<file path="config.mk">
export PLATFORM = sky130hd
export DESIGN_NAME = nes_cursor_painter
export DESIGN_NICKNAME = d
export VERILOG_FILES = /design/src/rtl/nes_cursor_painter.sv
export SDC_FILE = /design/constraint.sdc
export NUM_CORES = 2
export LEC_CHECK = 0
export BUFFER_PORTS_ARGS = -buffer_cell sky130_fd_sc_hd__buf_4
export CAP_MARGIN = 20
export CELL_PAD_IN_SITES_DETAIL_PLACEMENT = 0
export CELL_PAD_IN_SITES_GLOBAL_PLACEMENT = 1
export CORE_MARGIN = 3
export CORE_UTILIZATION = 35
export DETAILED_ROUTE_END_ITERATION = 16
export GPL_TIMING_DRIVEN = 1
export HOLD_SLACK_MARGIN = 0.15
export PLACE_DENSITY = 0.56
export SLEW_MARGIN = 20
export SYNTH_ARGS = -nofsm -noshare
export SYNTH_HDL_FRONTEND = slang
export SYNTH_SLANG_ARGS = --single-unit
</file>
<file path="constraint.sdc">
create_clock -name clk -period 15.92 [get_ports clk]
set_clock_uncertainty 0.2 [all_clocks]
set_input_delay 0.796 -clock clk [delete_from_list [all_inputs] [get_ports clk]]
set_output_delay 0.796 -clock clk [all_outputs]
set_load 0.01 [all_outputs]
</file>
<file path="src/rtl/nes_cursor_painter.sv">
// Paint engine: turns NES controller buttons into cursor/paint/colour/clear actions
// on a two-bank framebuffer, and serves pixel pairs to the panel driver with a blinking cursor.
module nes_cursor_painter #(
  parameter int COLS         = 32,
  parameter int ROWS         = 16,
  parameter int REPEAT_DELAY = 50_000_000,
  parameter int REPEAT_RATE  = 10_000_000,
  parameter int BLINK_HALF   = 25_000_000
) (
  input  logic                    clk,
  input  logic                    reset,
  input  logic [7:0]              nes_btns,
  input  logic [$clog2(ROWS)-2:0] rd_row,
  input  logic [$clog2(COLS)-1:0] rd_col,
  output logic [2:0]              rd_rgb1,
  output logic [2:0]              rd_rgb2,
  output logic [$clog2(COLS)-1:0] cursor_x,
  output logic [$clog2(ROWS)-1:0] cursor_y,
  output logic [2:0]              color,
  output logic                    busy
);

  localparam int CW    = $clog2(COLS);
  localparam int RW    = $clog2(ROWS);
  localparam int AW    = CW + RW - 1;
  localparam int DEPTH = COLS * ROWS / 2;
  localparam int RPT_W = $clog2(REPEAT_DELAY + 1);
  localparam int BLK_W = $clog2(BLINK_HALF + 1);

  localparam int BTN_A      = 0;
  localparam int BTN_B      = 1;
  localparam int BTN_SELECT = 2;
  localparam int BTN_START  = 3;
  localparam int BTN_UP     = 4;
  localparam int BTN_DOWN   = 5;
  localparam int BTN_LEFT   = 6;
  localparam int BTN_RIGHT  = 7;

  typedef enum logic {CLEAR, IDLE} state_t;

  state_t           state;
  logic [7:0]       btn;
  logic [7:0]       btn_prev;
  logic [7:0]       press;
  logic [AW-1:0]    clear_addr;
  logic [RPT_W-1:0] rpt_cnt;
  logic [BLK_W-1:0] blink_cnt;
  logic             blink;
  logic             dir_held;
  logic             dir_press;
  logic             tick;
  logic             mv_up, mv_down, mv_left, mv_right;
  logic [CW-1:0]    next_x;
  logic [RW-1:0]    next_y;
  logic             moved;
  logic             we0, we1;
  logic [AW-1:0]    wr_addr;
  logic [2:0]       wr_data;
  logic [AW-1:0]    rd_addr;
  logic             hit1, hit2;

  logic [2:0] bank0 [DEPTH];
  logic [2:0] bank1 [DEPTH];

  assign press     = btn & ~btn_prev;
  assign dir_held  = |btn[BTN_RIGHT:BTN_UP];
  assign dir_press = |press[BTN_RIGHT:BTN_UP];
  assign tick      = dir_held && !dir_press && (rpt_cnt == RPT_W'(REPEAT_DELAY - 1));

  assign mv_up    = press[BTN_UP]    | (tick & btn[BTN_UP]);
  assign mv_down  = press[BTN_DOWN]  | (tick & btn[BTN_DOWN]);
  assign mv_left  = press[BTN_LEFT]  | (tick & btn[BTN_LEFT]);
  assign mv_right = press[BTN_RIGHT] | (tick & btn[BTN_RIGHT]);

  // Opposing requests on one axis cancel; power-of-two sizes give wrap for free.
  always_comb begin
    next_x = cursor_x;
    next_y = cursor_y;
    if (mv_up && !mv_down)       next_y = cursor_y - 1'b1;
    else if (mv_down && !mv_up)  next_y = cursor_y + 1'b1;
    if (mv_left && !mv_right)    next_x = cursor_x - 1'b1;
    else if (mv_right && !mv_left) next_x = cursor_x + 1'b1;
    moved = (next_x != cursor_x) || (next_y != cursor_y);
  end

  // Single write port: clear sweep owns both banks, otherwise erase beats paint.
  always_comb begin
    we0     = 1'b0;
    we1     = 1'b0;
    wr_addr = '0;
    wr_data = 3'b000;
    if (state == CLEAR) begin
      we0     = 1'b1;
      we1     = 1'b1;
      wr_addr = clear_addr;
    end else if (!press[BTN_START]) begin
      if (press[BTN_B]) begin
        wr_addr = {cursor_y[RW-2:0], cursor_x};
        we0     = !cursor_y[RW-1];
        we1     = cursor_y[RW-1];
      end else if (btn[BTN_A] && (press[BTN_A] || moved)) begin
        wr_addr = {next_y[RW-2:0], next_x};
        wr_data = color;
        we0     = !next_y[RW-1];
        we1     = next_y[RW-1];
      end
    end
  end

  always_ff @(posedge clk or negedge reset) begin
    if (!reset) begin
      state      <= CLEAR;
      busy       <= 1'b1;
      clear_addr <= '0;
      cursor_x   <= '0;
      cursor_y   <= '0;
      color      <= 3'b100;
      btn        <= '0;
      btn_prev   <= '0;
    end else begin
      btn      <= ~nes_btns;
      btn_prev <= btn;
      case (state)
        CLEAR: begin
          clear_addr <= clear_addr + 1'b1;
          if (clear_addr == AW'(DEPTH - 1)) begin
            state <= IDLE;
            busy  <= 1'b0;
          end
        end
        IDLE: begin
          if (press[BTN_START]) begin
            state      <= CLEAR;
            busy       <= 1'b1;
            clear_addr <= '0;
          end else begin
            cursor_x <= next_x;
            cursor_y <= next_y;
            if (press[BTN_SELECT])
              color <= (color == 3'd7) ? 3'd1 : color + 3'd1;
          end
        end
        default: state <= CLEAR;
      endcase
    end
  end

  // After a tick the counter is preloaded so the next tick lands REPEAT_RATE clocks later.
  always_ff @(posedge clk or negedge reset) begin
    if (!reset) begin
      rpt_cnt <= '0;
    end else if (!dir_held || dir_press) begin
      rpt_cnt <= '0;
    end else if (tick) begin
      rpt_cnt <= RPT_W'(REPEAT_DELAY - REPEAT_RATE);
    end else begin
      rpt_cnt <= rpt_cnt + 1'b1;
    end
  end

  always_ff @(posedge clk or negedge reset) begin
    if (!reset) begin
      blink_cnt <= '0;
      blink     <= 1'b0;
    end else if (blink_cnt == BLK_W'(BLINK_HALF - 1)) begin
      blink_cnt <= '0;
      blink     <= ~blink;
    end else begin
      blink_cnt <= blink_cnt + 1'b1;
    end
  end

  always_ff @(posedge clk) begin
    if (we0) bank0[wr_addr] <= wr_data;
    if (we1) bank1[wr_addr] <= wr_data;
  end

  assign rd_addr = {rd_row, rd_col};
  assign hit1 = blink && !cursor_y[RW-1] && (rd_row == cursor_y[RW-2:0]) && (rd_col == cursor_x);
  assign hit2 = blink &&  cursor_y[RW-1] && (rd_row == cursor_y[RW-2:0]) && (rd_col == cursor_x);

  // Registered read sees pre-write contents when addresses collide.
  always_ff @(posedge clk or negedge reset) begin
    if (!reset) begin
      rd_rgb1 <= 3'b000;
      rd_rgb2 <= 3'b000;
    end else begin
      rd_rgb1 <= hit1 ? 3'b111 : bank0[rd_addr];
      rd_rgb2 <= hit2 ? 3'b111 : bank1[rd_addr];
    end
  end

endmodule

</file>
# Word-level counts from Yosys, hierarchy flattened
# Memory sizes are Yosys's and may differ from the RTL's.
# Cells that the tools add are included.
# totals
regBits,96
ramBits,1536
inputBits,18
output_inout_bits,19
word_cells,114
memories,2
# classes
n_addsub,8
eq_ne,10
n_mux,38
n_bitwise,14
reduce_logical,29
# mem_list
memory,words,width,read_ports,rd_ports_with_merged_regs,write_ports,line,source
bank0,256,3,1,0,1,62,logic [2:0] bank0 [DEPTH];
bank1,256,3,1,0,1,63,logic [2:0] bank1 [DEPTH];
# op_table
operator,n
26-bit two-way mux,2
8-bit two-way mux,5
26-bit by 1-bit adder with 26-bit output (second input constant),1
26-bit equality test (second input constant),1
25-bit by 1-bit adder with 25-bit output (second input constant),1
25-bit equality test (second input constant),1
25-bit two-way mux,1
3-bit two-way mux,7
1-bit two-way mux,16
8-bit NOT,2
8-bit case mux with 2 select lines,1
1-bit logical AND,13
5-bit two-way mux,2
8-bit by 1-bit adder with 8-bit output (second input constant),1
8-bit bitwise AND,1
8-bit equality test (second input constant),1
1-bit zero test,8
4-bit two-way mux,2
4-bit OR reduction,2
5-bit by 1-bit adder with 5-bit output (second input constant),1
5-bit equality test,1
5-bit inequality test,1
5-bit by 1-bit subtractor with 5-bit output (second input constant),1
4-bit by 1-bit adder with 4-bit output (second input constant),1
13 further kinds,26

# Depth between registers and ports, before layout
# logic_depth
word_depth,22
depth_mapped,14
ltp_nobuf,11

# Worst setup path before layout
# OpenSTA, ideal clock, no wires.
# synth_timing
path_type,reg2reg
startpoint,register rpt_cnt[7]
endpoint,"memory bank0[0][1], data pin"
setup_ns,1.547
t_arrival_ns,8.345
required_time_ns,14.173
path_slack_ns,5.829
stages_incl_launch_ff,8
path_buffers,1
synth_period_minus_slack_ns,10.091
cell_sequence,dfrtp_1 -> nor4b_1 -> nand2_1 -> nor4_2 -> buf_2 -> a41oi_1 -> a21oi_1 -> and3_1
# synth_via
elab_chain_cells,16
elab_cells_between_ends,31
classes_between,3 x eq/ne; 8 x mux; 8 x bitwise; 12 x reduce/logical
# synth_rtl
element,line,source
"start, declared",46,logic [RPT_W-1:0] rpt_cnt;
"start signal, assigned",155,rpt_cnt <= RPT_W'(REPEAT_DELAY - REPEAT_RATE);
"start signal, assigned",157,rpt_cnt <= rpt_cnt + 1'b1;
26-bit equality test (*),68,assign tick = dir_held && !dir_press && (rpt_cnt == RPT_W'(REPEAT_DELAY - 1));
1-bit logical AND (*),68,
"1-bit bitwise AND, on equally long branches","72, 70",
"1-bit bitwise OR, on equally long branches","72, 70",
"1-bit zero test, on equally long branches","82, 80",
"1-bit logical AND, on equally long branches","82, 80",
5-bit two-way mux or 4-bit two-way mux (tied branches),"82, 80",
5-bit two-way mux or 4-bit two-way mux (tied branches),"81, 79",
5-bit inequality test or 4-bit inequality test (tied branches),83,moved = (next_x != cursor_x) || (next_y != cursor_y);
1-bit logical OR (*),83,
1-bit logical OR (*),101,end else if (btn[BTN_A] && (press[BTN_A] || moved)) begin
1-bit logical AND (*),101,
3-bit two-way mux (*),101,
3-bit two-way mux (*),97,if (press[BTN_B]) begin
3-bit two-way mux (*),96,end else if (!press[BTN_START]) begin
3-bit two-way mux (*),92,if (state == CLEAR) begin
named net wr_data[1],58,logic [2:0] wr_data;
"end, declared",62,
# The timed path passes the listed nets; every way through them passes the cells marked *.

# Final worst setup path
# layout_timing
startpoint,register rpt_cnt[7]
endpoint,memory bank1[52][2] (enable)
# layout_via
elab_chain_cells,18
elab_cells_between_ends,37
classes_between,3 x eq/ne; 14 x mux; 8 x bitwise; 12 x reduce/logical
# layout_rtl
element,line,source
26-bit equality test (*),68,
1-bit logical AND (*),68,
"1-bit bitwise AND, on equally long branches","72, 70",
"1-bit bitwise OR, on equally long branches","72, 70",
"1-bit zero test, on equally long branches","82, 80",
"1-bit logical AND, on equally long branches","82, 80",
5-bit two-way mux or 4-bit two-way mux (tied branches),"82, 80",
5-bit two-way mux or 4-bit two-way mux (tied branches),"81, 79",
[... 2 more ...],--,
1-bit logical OR,101,
1-bit logical AND,101,
1-bit two-way mux,101,
1-bit two-way mux,97,
1-bit two-way mux,96,
1-bit two-way mux,92,
1-bit two-way mux,175,if (we1) bank1[wr_addr] <= wr_data;
1-bit two-way mux (implied by the code),175,
"end, declared",63,
# Every way passes the cells marked *; elsewhere a longest branch is shown, timed or not.

==> run metrics <==
I/O Buffers=36; leakage power total=18.90 nW; post-CTS setup buffer count=0; Tightest Hold Check Type=reg2reg; synthesized instance count=3380; dominant register cell in the synthesized netlist=sky130_fd_sc_hd__edfxtp_1; compound-cell area share of the yosys netlist=0.01014; Bufs and invs on worst path=0; # clock sinks=1632; cell family with most CP delay=simple AND/OR/NAND/NOR gates; final routed wire length divided by cell count=28.17 um; IR Drop Worst-Case VDD=0.1160 mV; std cell rows=158; First DRT Iteration DRCs=3221; register clock-pin slew on the reported worst setup and hold paths=60 ps; Peak Freq=165.4 MHz; fraction of layout cells with a size suffix above 1=0.2493; IO Pins=37; antenna violations before repair=12; Initial Util=0.3539; Vias=32660; H-tree lvl count=4; transition at the pin with the smallest max-transition slack=1165 ps; core region area=186200 um^2; remaining antenna violation count after routing=0; type of the worst setup path=reg2reg; worst skew pair latency=810 ps; area delta synth->final=13.70%; overall die area=193500 um^2; startpoint of the worst hold path=btn[2]; number of global-route vias before repair=34120; Synth Register Bits=1632; cell type with the highest occurrence count on the critical path=sky130_fd_sc_hd__nand3_1; proportion of synthesized area in mux cells=0.1751; peak per-stage delay on the critical path=1000 ps; source of the worst register-to-register timing path=rpt_cnt[7]; cts-stage hold buffer count=9; yosys warns=0; arrival time of the worst setup path=6300 ps; ratio of total power to cell area=118.7 nW/um^2; clock period minus worst slack=6045 ps; wire length of the first global-routing pass=248100 um; Vias per Instance=5.373; number of nets in the final layout=3480; Fin. Hold Viols=0; wire length reported by the detailed router=171200 um; Clock Root Buffer=sky130_fd_sc_hd__clkbuf_16; die width=439.9 um; Setup violations, final=0; total track usage=0.1781; Synthesized Nets=3407; type of destination of the critical path=flip-flop; number of maximum-capacitance violations=0; post-synthesis sequential area ratio=0.7364; number of slew-limit violations in the final report=0; post-synthesis simple-gate area fraction=0.05489; main combinational cell family by area after synthesis=multiplexers; y dimension of the die=439.9 um; Max Fanout on Critical Path=16; number of CTS-inserted buffers=172; unrepaired setup endpoints after global routing=false; PostCTS Resize Cnt=0; Critical Path Slowest Stage Cell=sky130_fd_sc_hd__nand3_1; per-instance average area after synthesis=19.50 um^2; Yosys cell types=61; count of flip-flops with a built-in enable after synthesis=1536; Total Neg Setup Slack=0 ps; placer congestion estimate=0.7547; total power consumption of the routed design=8.891 mW; Adder-Cell Fraction of Synth Area=0.001709; maximum number of pins on one net before global-route repair=174; outcome=finished clean; share of the synthesized netlist area taken by xor and xnor gates=0.008771; async set or reset register ratio after synthesis=0.05882; worst setup path startpoint=rpt_cnt[7]; clock tree from TritonCTS=yes; worst-path cell chain=nor4b_1, nand2_1, nor4_4, a41o_1, nand3_1, o41ai_2, xnor2_1, a211oi_4, nand3_1, nor2_1; critical path launch point type=flip-flop; count of unresolved DRC violations after routing=0; first-pass detailed-route iteration total=5; cell area after synthesis=65900 um^2; clock buffer depth=3; period utilisation layout=0.3797; Data required, critical path=16180 ps; GRT Residual Overflow=0; Slew headroom=0.2232; dpl hpwl=104500 um
==> path summary, 6_finish.rpt <==
check,endpoint,slack (ps),depth (start not counted)
max,bank1[52][2],9880,10
min,btn_prev[2],190,0
max reg2reg,bank1[52][2],9880,10
min reg2reg,btn_prev[2],190,0
max in group asynchronous,cursor_y[1],13940,3
min in group asynchronous,blink_cnt[11],410,2
==> sequential cells by signal (all words and copies together), names as in the netlist <==
signal,flops
bank0,768
bank1,768
rpt_cnt,26
blink_cnt,25
btn,8
btn_prev,8
clear_addr,8
cursor_x,5
cursor_y,4
color,3
rd_rgb1,3
rd_rgb2,3
blink,1
busy,1
state,1
==> cell families after synthesis <==
kind of cell / Yosys count
flip-flops: 1632
AND/OR/NAND/NOR: 850
multiplexers: 515
buffers and inverters: 221
AO/OA/AOI/OAI: 87
XOR/XNOR: 66
adder cells (fa/ha/maj): 9
==> through the flow <==
step	hold WS, ps	utilization	cells	worst slack, ps	area (um^2)
finish	191.6	0.4024	6079	9875	74930
global route	208.9	0.4024	6079	9510	74930
CTS	195.7	0.4023	6078	9522	74910
detailed placement	172.8	0.3707	5750	9096	69040
global placement	170.6	0.3707	5750	9080	69040
floorplan	148.7	-	3380	5829	65900
==> synthesized netlist by cell type, drive strengths merged, types with 3 or more instances <==
library cell,n,area (um^2)
a211oi,5,55.05
a21oi,22,117.6
a32o,3,30.03
a41o,4,40.04
a41oi,5,43.79
and2,5,31.28
and3,14,87.58
and4,3,26.28
buf,80,329.1
clkbuf,124,465.5
dfrtp,94,2352
edfxtp,1536,46120
ha,9,112.6
inv,17,63.81
mux2i,3,30.03
mux4,510,11490
nand2,92,345.3
nand2b,3,18.77
nand3,87,435.4
nand4,14,87.58
nor2,525,1971
nor2b,13,81.33
nor3,66,340.3
nor4,6,43.79
o21ai,25,125.1
o32ai,3,63.81
or2,9,56.30
or3,8,50.05
xnor2,32,280.3
xor2,34,297.8
==> metal layers <==
layer	global-route usage	vias to the layer above	wire (um)
li1	-	13850	-
met1	0.2495	17620	74200
met2	0.2887	988	83570
met3	0.03278	206	10110
met4	0.04348	0	3335
met5	0	-	0
==> power breakdown <==
part	leakage (nW)	internal, mW	switching [mW]	total, mW
combinational	4.26	0.0629	0.0987	0.162
sequential	11.8	4.63	0.00237	4.63
clock	2.80	2.39	1.71	4.10
total	18.9	7.07	1.82	8.89
==> cells in the final DEF (no fill, tap or decap), types with 9 or more instances in the layout <==
master / instances
sky130_fd_sc_hd__edfxtp_1: 1536
sky130_fd_sc_hd__nor2_1: 525
sky130_fd_sc_hd__mux4_2: 510
sky130_fd_sc_hd__clkbuf_16: 173
sky130_fd_sc_hd__dfrtp_1: 94
sky130_fd_sc_hd__nand3_1: 87
sky130_fd_sc_hd__buf_4: 86
sky130_fd_sc_hd__nand2_1: 82
sky130_fd_sc_hd__nor3_1: 64
sky130_fd_sc_hd__clkinv_1: 41
sky130_fd_sc_hd__xor2_1: 34
sky130_fd_sc_hd__xnor2_1: 32
sky130_fd_sc_hd__clkinv_2: 30
sky130_fd_sc_hd__clkbuf_1: 29
sky130_fd_sc_hd__o21ai_0: 24
sky130_fd_sc_hd__bufinv_16: 23
sky130_fd_sc_hd__a21oi_1: 19
sky130_fd_sc_hd__inv_1: 17
sky130_fd_sc_hd__nand4_1: 14
sky130_fd_sc_hd__nor2b_1: 13
sky130_fd_sc_hd__and3_1: 11
sky130_fd_sc_hd__nand2_2: 10
sky130_fd_sc_hd__or2_2: 9
sky130_fd_sc_hd__ha_1: 9
sky130_fd_sc_hd__dlygate4sd3_1: 9
==> area by class of cell <==
type	count	area, um^2
inverters	17	63.81
well taps	2480	3103
clock buffers	202	4438
flip-flops and latches	1632	48530
repair buffers	103	862.1
fillers	16650	111300
multi-input cells	1527	16580
clock inverters	117	1345
diodes	1	2.502
Note: power is estimated with default switching activity, not from simulation.
